--- src/rtl/arp_pkg.sv ---
// rtl/arp_pkg.sv - shared types, constants and helpers for the ARP controller
package arp_pkg;

   localparam logic [31:0] LOCAL_IP_DEF    = 32'hC0A8_0132;
   localparam int          ARP_PAYLOAD_LEN = 28;

   typedef struct packed {
      logic        valid;
      logic [31:0] ip;
      logic [47:0] mac;
   } cache_entry_t;

   typedef enum logic [1:0] {
      R_IDLE  = 2'd0,
      R_DEC   = 2'd1,
      R_LEARN = 2'd2
   } rx_state_t;

   typedef enum logic [1:0] {
      T_IDLE = 2'd0,
      T_REQ  = 2'd1,
      T_RST  = 2'd2,
      T_SEND = 2'd3
   } tx_state_t;

   // Adds 0..3 events to a 16-bit counter, sticking at all-ones.
   function automatic logic [15:0] sat_add16(input logic [15:0] v, input logic [1:0] inc);
      logic [16:0] s;
      s = {1'b0, v} + {15'd0, inc};
      return s[16] ? 16'hFFFF : s[15:0];
   endfunction

endpackage

--- src/rtl/arp_cache.sv ---
// rtl/arp_cache.sv - small IP->MAC cache with round-robin victim and registered lookup
module arp_cache
   import arp_pkg::*;
#(
   parameter int DEPTH = 4
) (
   input  logic        clk,
   input  logic        rst,
   input  logic        wr_en,
   input  logic [31:0] wr_ip,
   input  logic [47:0] wr_mac,
   input  logic [31:0] lookup_ip,
   output logic        lookup_hit,
   output logic [47:0] lookup_mac
);

   localparam int PW = $clog2(DEPTH);

   cache_entry_t [DEPTH-1:0] ent_q, ent_d;
   logic [PW-1:0]            victim_q, victim_d;
   logic [PW-1:0]            wr_idx;
   logic                     wr_hit;
   logic                     hit_q, hit_d;
   logic [47:0]              mac_q, mac_d;

   // Write path: refresh an existing IP in place, otherwise replace the victim and advance it.
   always_comb begin
      ent_d    = ent_q;
      victim_d = victim_q;
      wr_hit   = 1'b0;
      wr_idx   = victim_q;
      for (int i = 0; i < DEPTH; i++) begin
         if (ent_q[i].valid && ent_q[i].ip == wr_ip) begin
            wr_hit = 1'b1;
            wr_idx = PW'(i);
         end
      end
      if (wr_en) begin
         ent_d[wr_idx] = {1'b1, wr_ip, wr_mac};
         if (!wr_hit) begin
            victim_d = victim_q + 1'b1;
         end
      end
   end

   // Lookup path: sees only entries already committed, so a same-cycle write shows up next cycle.
   always_comb begin
      hit_d = 1'b0;
      mac_d = '0;
      for (int i = 0; i < DEPTH; i++) begin
         if (ent_q[i].valid && ent_q[i].ip == lookup_ip) begin
            hit_d = 1'b1;
            mac_d = ent_q[i].mac;
         end
      end
   end

   // Entry storage, victim pointer and lookup result registers.
   always_ff @(posedge clk) begin
      if (rst) begin
         ent_q    <= '0;
         victim_q <= '0;
         hit_q    <= 1'b0;
         mac_q    <= '0;
      end else begin
         ent_q    <= ent_d;
         victim_q <= victim_d;
         hit_q    <= hit_d;
         mac_q    <= mac_d;
      end
   end

   assign lookup_hit = hit_q;
   assign lookup_mac = mac_q;

endmodule

--- src/rtl/arp_ctrl.sv ---
// rtl/arp_ctrl.sv - ARP RX learn / TX reply sequencer around the decoder and encoder
module arp_ctrl
   import arp_pkg::*;
#(
   parameter logic [31:0] LOCAL_IP    = LOCAL_IP_DEF,
   parameter int          CACHE_DEPTH = 4,
   parameter int          TX_TIMEOUT  = 64
) (
   input  logic        clk,
   input  logic        rst,
   input  logic        arp_start,
   output logic        dec_rst,
   input  logic        dec_done,
   input  logic        dec_err,
   input  logic [47:0] dec_sha,
   input  logic [31:0] dec_spa,
   input  logic [31:0] dec_tpa,
   output logic        enc_rst,
   output logic        enc_en,
   output logic [47:0] enc_tha,
   output logic [31:0] enc_tpa,
   input  logic        enc_ovalid,
   output logic        tx_req,
   input  logic        tx_gnt,
   output logic        tx_done,
   input  logic [31:0] lookup_ip,
   output logic        lookup_hit,
   output logic [47:0] lookup_mac,
   output logic [15:0] drop_cnt,
   output logic [15:0] err_cnt
);

   localparam logic [15:0] TMO_LAST = 16'(TX_TIMEOUT - 1);

   rx_state_t   rx_q, rx_d;
   tx_state_t   tx_q, tx_d;
   logic [47:0] sha_q, sha_d;
   logic [31:0] spa_q, spa_d, tpa_q, tpa_d;
   logic        pend_v_q, pend_v_d;
   logic [47:0] pend_mac_q, pend_mac_d;
   logic [31:0] pend_ip_q, pend_ip_d;
   logic [47:0] act_mac_q, act_mac_d;
   logic [31:0] act_ip_q, act_ip_d;
   logic [47:0] tha_q, tha_d;
   logic [31:0] etpa_q, etpa_d;
   logic [15:0] tmo_q, tmo_d;
   logic        seen_q, seen_d;
   logic [15:0] drop_q, drop_d, err_q, err_d;
   logic        learn_wr, learn_local, err_inc;
   logic        pend_take, tmo_abort, done_c, drop_full;

   // RX sequencing: decode a frame, latch its addresses, then spend one cycle learning.
   always_comb begin
      rx_d        = rx_q;
      sha_d       = sha_q;
      spa_d       = spa_q;
      tpa_d       = tpa_q;
      learn_wr    = 1'b0;
      learn_local = 1'b0;
      err_inc     = 1'b0;
      case (rx_q)
         R_IDLE: begin
            if (arp_start) rx_d = R_DEC;
         end
         R_DEC: begin
            if (arp_start) begin
               rx_d = R_DEC;
            end else if (dec_err) begin
               err_inc = 1'b1;
               rx_d    = R_IDLE;
            end else if (dec_done) begin
               sha_d = dec_sha;
               spa_d = dec_spa;
               tpa_d = dec_tpa;
               rx_d  = R_LEARN;
            end
         end
         R_LEARN: begin
            learn_wr    = 1'b1;
            learn_local = (tpa_q == LOCAL_IP);
            rx_d        = arp_start ? R_DEC : R_IDLE;
         end
         default: rx_d = R_IDLE;
      endcase
   end

   // TX sequencing: take the pending reply, win the line, reset then run the encoder.
   always_comb begin
      tx_d      = tx_q;
      act_mac_d = act_mac_q;
      act_ip_d  = act_ip_q;
      tha_d     = tha_q;
      etpa_d    = etpa_q;
      tmo_d     = tmo_q;
      seen_d    = seen_q;
      pend_take = 1'b0;
      tmo_abort = 1'b0;
      done_c    = 1'b0;
      case (tx_q)
         T_IDLE: begin
            if (pend_v_q) begin
               pend_take = 1'b1;
               act_mac_d = pend_mac_q;
               act_ip_d  = pend_ip_q;
               tx_d      = T_REQ;
            end
         end
         T_REQ: begin
            if (tx_gnt) tx_d = T_RST;
         end
         T_RST: begin
            tha_d  = act_mac_q;
            etpa_d = act_ip_q;
            tmo_d  = '0;
            seen_d = 1'b0;
            tx_d   = T_SEND;
         end
         T_SEND: begin
            tmo_d = tmo_q + 16'd1;
            if (enc_ovalid) seen_d = 1'b1;
            if (seen_q && !enc_ovalid) begin
               done_c = 1'b1;
               tx_d   = T_IDLE;
            end else if (tmo_q == TMO_LAST) begin
               tmo_abort = 1'b1;
               tx_d      = T_IDLE;
            end
         end
         default: tx_d = T_IDLE;
      endcase
   end

   // Pending slot and counters; a take and a load in the same cycle never drops.
   always_comb begin
      pend_v_d   = pend_v_q;
      pend_mac_d = pend_mac_q;
      pend_ip_d  = pend_ip_q;
      drop_full  = 1'b0;
      if (pend_take) pend_v_d = 1'b0;
      if (learn_local) begin
         if (pend_v_d) begin
            drop_full = 1'b1;
         end else begin
            pend_v_d   = 1'b1;
            pend_mac_d = sha_q;
            pend_ip_d  = spa_q;
         end
      end
      drop_d = sat_add16(drop_q, 2'(drop_full) + 2'(tmo_abort));
      err_d  = sat_add16(err_q, 2'(err_inc));
   end

   // State and datapath registers.
   always_ff @(posedge clk) begin
      if (rst) begin
         rx_q       <= R_IDLE;
         tx_q       <= T_IDLE;
         sha_q      <= '0;
         spa_q      <= '0;
         tpa_q      <= '0;
         pend_v_q   <= 1'b0;
         pend_mac_q <= '0;
         pend_ip_q  <= '0;
         act_mac_q  <= '0;
         act_ip_q   <= '0;
         tha_q      <= '0;
         etpa_q     <= '0;
         tmo_q      <= '0;
         seen_q     <= 1'b0;
         drop_q     <= '0;
         err_q      <= '0;
      end else begin
         rx_q       <= rx_d;
         tx_q       <= tx_d;
         sha_q      <= sha_d;
         spa_q      <= spa_d;
         tpa_q      <= tpa_d;
         pend_v_q   <= pend_v_d;
         pend_mac_q <= pend_mac_d;
         pend_ip_q  <= pend_ip_d;
         act_mac_q  <= act_mac_d;
         act_ip_q   <= act_ip_d;
         tha_q      <= tha_d;
         etpa_q     <= etpa_d;
         tmo_q      <= tmo_d;
         seen_q     <= seen_d;
         drop_q     <= drop_d;
         err_q      <= err_d;
      end
   end

   arp_cache #(.DEPTH(CACHE_DEPTH)) u_cache (
      .clk        (clk),
      .rst        (rst),
      .wr_en      (learn_wr),
      .wr_ip      (spa_q),
      .wr_mac     (sha_q),
      .lookup_ip  (lookup_ip),
      .lookup_hit (lookup_hit),
      .lookup_mac (lookup_mac)
   );

   assign dec_rst  = (rx_q != R_DEC) || arp_start;
   assign enc_rst  = (tx_q != T_SEND);
   assign enc_en   = (tx_q == T_SEND);
   assign tx_req   = (tx_q != T_IDLE);
   assign tx_done  = done_c;
   assign enc_tha  = tha_q;
   assign enc_tpa  = etpa_q;
   assign drop_cnt = drop_q;
   assign err_cnt  = err_q;

endmodule

--- config.mk ---
export PLATFORM = sky130hd
export DESIGN_NAME = arp_ctrl
export DESIGN_NICKNAME = d
export VERILOG_FILES = /design/src/rtl/arp_pkg.sv /design/src/rtl/arp_cache.sv /design/src/rtl/arp_ctrl.sv
export SDC_FILE = /design/constraint.sdc
export NUM_CORES = 2
export LEC_CHECK = 0
export CORE_MARGIN = 10
export CORE_UTILIZATION = 40
export CTS_BUF_LIST = sky130_fd_sc_hd__clkbuf_2
export CTS_CLUSTER_DIAMETER = 30
export DETAILED_ROUTE_END_ITERATION = 10
export GPL_TIMING_DRIVEN = 1
export HOLD_SLACK_MARGIN = 0.08
export PLACE_DENSITY = 0.67
export SETUP_SLACK_MARGIN = 0.02
export SLEW_MARGIN = 20
export SYNTH_ARGS = -nofsm -noshare
export SYNTH_HDL_FRONTEND = slang
export SYNTH_SLANG_ARGS = --single-unit
--- constraint.sdc ---
create_clock -name clk -period 8.64 [get_ports clk]
set_clock_uncertainty 0.2 [all_clocks]
set_input_delay 2.592 -clock clk [delete_from_list [all_inputs] [get_ports clk]]
set_output_delay 2.592 -clock clk [all_outputs]
set_load 0.02 [all_outputs]
==> metrics.log <==
INFO  metric run_status = complete, no violations
INFO  metric path_max_fanout = 3
INFO  metric reg2reg_slack = 3580 ps
INFO  metric core.rowCount = 105
INFO  metric drt-vias-per-instance = 5.11
INFO  metric post_cts_buffers = 0
INFO  metric p_total = 0.00645 W
INFO  metric yosysTopAreaCell = sky130_fd_sc_hd__dfxtp_1
INFO  metric postSynth.asyncResetShare = 0%
INFO  metric floorplan.core_area = 81,800 um^2
INFO  metric ys_seq_elements = 781
INFO  metric via_count_of_the_first_global_routing_pass = 24,900
INFO  metric required = 5850 ps
INFO  metric post_route_minimum_period = 6670 ps
INFO  metric postSynthAreaPerCell = 9.06 um^2
INFO  metric timing.hold.worst.start = pend_ip_q[1]
INFO  metric critical_path_buf_inv_count = 2
INFO  metric synth.area.top_cells = sky130_fd_sc_hd__dfxtp_1 (48%), sky130_fd_sc_hd__mux2i_1 (14%), sky130_fd_sc_hd__nand2_1 (6.5%), sky130_fd_sc_hd__nor2_1 (5.7%), sky130_fd_sc_hd__a21oi_1 (4.7%)
INFO  metric design.die.area = 94,100 um^2
INFO  metric finalNonFillerCells = 5,110
INFO  metric synth_top_area_share = 47.5%
INFO  metric clock_slew_at_reported_path_ffs = 100 ps
INFO  metric post_synth_inst_count = 3,633
INFO  metric avg_wl_per_cell = 20.2 um
INFO  metric synth_enable_flop_cells = 0
INFO  metric h-tree-depth = 4
INFO  metric port_buffer_cells = 316
INFO  metric post_synth_most_frequent_cells = sky130_fd_sc_hd__dfxtp_1 (781), sky130_fd_sc_hd__nand2_1 (573), sky130_fd_sc_hd__nor2_1 (496)
INFO  metric timing.critical_path.arrival = 3880 ps
INFO  metric postLayoutCellArea = 38,000 um^2
INFO  metric powerDensity = 170 nW/um^2
INFO  metric clockRootBuffer = sky130_fd_sc_hd__clkbuf_2
INFO  metric hold_buffer_count_at_cts = 0
INFO  metric worstSetupEndpointType = output port
INFO  metric max_clock_freq = 150 MHz
INFO  metric dpl.cell_count = 4,761
INFO  metric numCtsBuffers = 202
INFO  metric regToRegStartpoint = spa_q[14]
INFO  metric rsz0062_at_grt = no
INFO  metric max_clock_buf_depth = 3
INFO  metric num_vias = 26,100
INFO  metric place_congestion = 0.967
INFO  metric synth_cell_area = 32,900 um^2
INFO  metric critPathTopFamily = buffers and inverters
INFO  metric count_of_tritonroute_iterations_in_the_first_routing_pass = 7
INFO  metric worstPathCellList = clkdlybuf4s50_1 -> nor2_1 -> nand2_1 -> clkdlybuf4s50_1
INFO  metric grt_pass1_wl = 156,000 um
INFO  metric layout-area-overhead-vs-synth = 15.4%
INFO  metric timing.hold.worst.class = reg -> reg
INFO  metric crit_start_category = primary input
INFO  metric detailed_place.area = 36,200 um^2
INFO  metric die_width = 307 um
INFO  metric final-setup-viol-count = 0
INFO  metric timing.slew.headroom = 28.5%
INFO  metric syn_nets = 3,794
INFO  metric drt-total-wl = 103,000 um
INFO  metric pin_count = 317
INFO  metric start_util = 40.2%
INFO  metric post-route-period-util = 77.3%
INFO  metric synth.most_common_cell = sky130_fd_sc_hd__dfxtp_1
INFO  metric static-leakage-power = 14.3 nW
INFO  metric share_of_post_route_cells_with_drive_strength_above_1 = 10.6%
INFO  metric setup.worst_path.class = in -> out
INFO  metric clkLatencyLatePin = 1380 ps
INFO  metric number_of_antenna_violations_at_the_first_check_in_global_routing = 3
INFO  metric grt_start_max_net_pins = 200
INFO  metric final.setup.tns = 0 ps
INFO  metric tritoncts_num_sinks = 781
INFO  metric synth.lib_cells_used.distinct = 55
INFO  metric remaining_drcs = 0
INFO  metric worstMarginPinSlew = 1070 ps
INFO  metric timing_hold_violations_final = 0
INFO  metric finish.net_count = 4,056
INFO  metric synth-main-ff-cell = sky130_fd_sc_hd__dfxtp_1
INFO  metric die_height = 307 um
INFO  metric cts_tree = built
INFO  metric ys_seq_area_share = 47.5%
INFO  metric yosys_warnings = 0
INFO  metric globalRouteOverflowTotal = 0
INFO  metric timing.critical_path.from = arp_start
INFO  metric max_cap_violations = 0
INFO  metric critical_path.max_stage_delay = 620 ps
INFO  metric critPathSlowestCell = sky130_fd_sc_hd__clkdlybuf4s50_1
INFO  metric post-dp-hpwl = 69,400 um
INFO  metric antenna_left = 0
INFO  metric post_cts.resized_instances = 0
INFO  metric gr-usage-all-layers = 21.3%
INFO  metric first_iter_violations = 2,165
INFO  metric critPathMostFrequentCell = sky130_fd_sc_hd__clkdlybuf4s50_1
INFO  metric maxSlewViolCount = 0
INFO  metric ir_drop = 0.107 mV
## layout make-up
class / instances / area, um^2
fillers: 8107 / 43900
inverters: 66 / 248
diodes: 4 / 10.0
clock inverters: 57 / 373
clock buffers: 288 / 1440
repair buffers: 355 / 3490
well taps: 1070 / 1340
multi-input cells: 2489 / 15500
flip-flops and latches: 781 / 15600
## routing by layer
metal  global-route usage (%)  wire, um
met5                        0         7
met1                     30.1     49300
met4                     6.85      2440
met3                     5.74      7780
met2                     31.0     43900
## report_power, final
part           switching, W  leakage (nW)  internal [W]
combinational      0.000164          6.57      0.000122
sequential        0.0000212          6.29       0.00361
clock               0.00151          1.39       0.00102
## sequential cells by signal, summed over array words and instances, names as in the netlist
signal,flops
act_ip_q,32
act_mac_q,48
drop_cnt,16
enc_tha,48
enc_tpa,32
err_cnt,16
pend_ip_q,32
pend_mac_q,48
pend_v_q,1
rx_q,2
seen_q,1
sha_q,48
spa_q,32
tmo_q,16
tpa_q,32
tx_q,2
u_cache.ent_q,324
u_cache.lookup_hit,1
u_cache.lookup_mac,48
u_cache.victim_q,2
## per-stage QoR
stage | utilization, % | setup slack [ps] | hold WS, ps
final | 46.4 | 1970 | 206
after global routing | 46.4 | 1900 | 202
after CTS | 46.4 | 1950 | 148
after detailed placement | 44.2 | 1960 | 242
after global placement | 44.2 | 1980 | 237
after floorplan | - | 2950 | 231
## cell families (layout without fill, tap and decap cells)
kind of cell	after synthesis	in the layout	synth area share (%)
xor+xnor	284	284	7.56
compound gates	381	381	6.40
flops	781	781	47.5
simple gates	1310	1310	16.8
other cells	0	4	0
fa+ha+maj	10	10	0.403
mux	504	504	15.5
buf+inv	363	766	5.77
## worst register-to-register path: stages (launching register included)
cell                       delay, ps
sky130_fd_sc_hd__dfxtp_1         720
sky130_fd_sc_hd__xor2_1          140
sky130_fd_sc_hd__nor4_1          750
sky130_fd_sc_hd__nand3_1         380
sky130_fd_sc_hd__or4_1           650
sky130_fd_sc_hd__o21a_4          290
sky130_fd_sc_hd__a221oi_4        270
sky130_fd_sc_hd__buf_4           500
sky130_fd_sc_hd__buf_4           660
sky130_fd_sc_hd__mux2i_1         290
sky130_fd_sc_hd__nor2_1           70
## worst paths after layout
path                        endpoint  cells past startpoint
setup / recovery             dec_rst                      4
hold / removal           act_ip_q[1]                      2
setup reg to reg  u_cache.ent_q[107]                     10
hold reg to reg          act_ip_q[1]                      2
## placed cells by master (no fill, tap or decap), types with 8 or more instances in the layout
| master | count |
|---|---|
| sky130_fd_sc_hd__inv_1 | 66 |
| sky130_fd_sc_hd__mux2i_1 | 453 |
| sky130_fd_sc_hd__a21oi_1 | 309 |
| sky130_fd_sc_hd__nand3_1 | 37 |
| sky130_fd_sc_hd__xnor2_1 | 164 |
| sky130_fd_sc_hd__and3_1 | 12 |
| sky130_fd_sc_hd__clkinv_2 | 17 |
| sky130_fd_sc_hd__buf_4 | 37 |
| sky130_fd_sc_hd__nor3_1 | 16 |
| sky130_fd_sc_hd__mux2_1 | 9 |
| sky130_fd_sc_hd__nor2_1 | 496 |
| sky130_fd_sc_hd__clkinv_1 | 26 |
| sky130_fd_sc_hd__clkdlybuf4s50_1 | 315 |
| sky130_fd_sc_hd__dfxtp_1 | 781 |
| sky130_fd_sc_hd__clkbuf_2 | 288 |
| sky130_fd_sc_hd__nand2_1 | 571 |
| sky130_fd_sc_hd__xor2_1 | 120 |
| sky130_fd_sc_hd__o31ai_1 | 48 |
| sky130_fd_sc_hd__ha_1 | 8 |
| sky130_fd_sc_hd__nand4_1 | 92 |
| sky130_fd_sc_hd__nor4_1 | 41 |
| sky130_fd_sc_hd__mux2_2 | 42 |
Power figures use the tool's default switching activity.
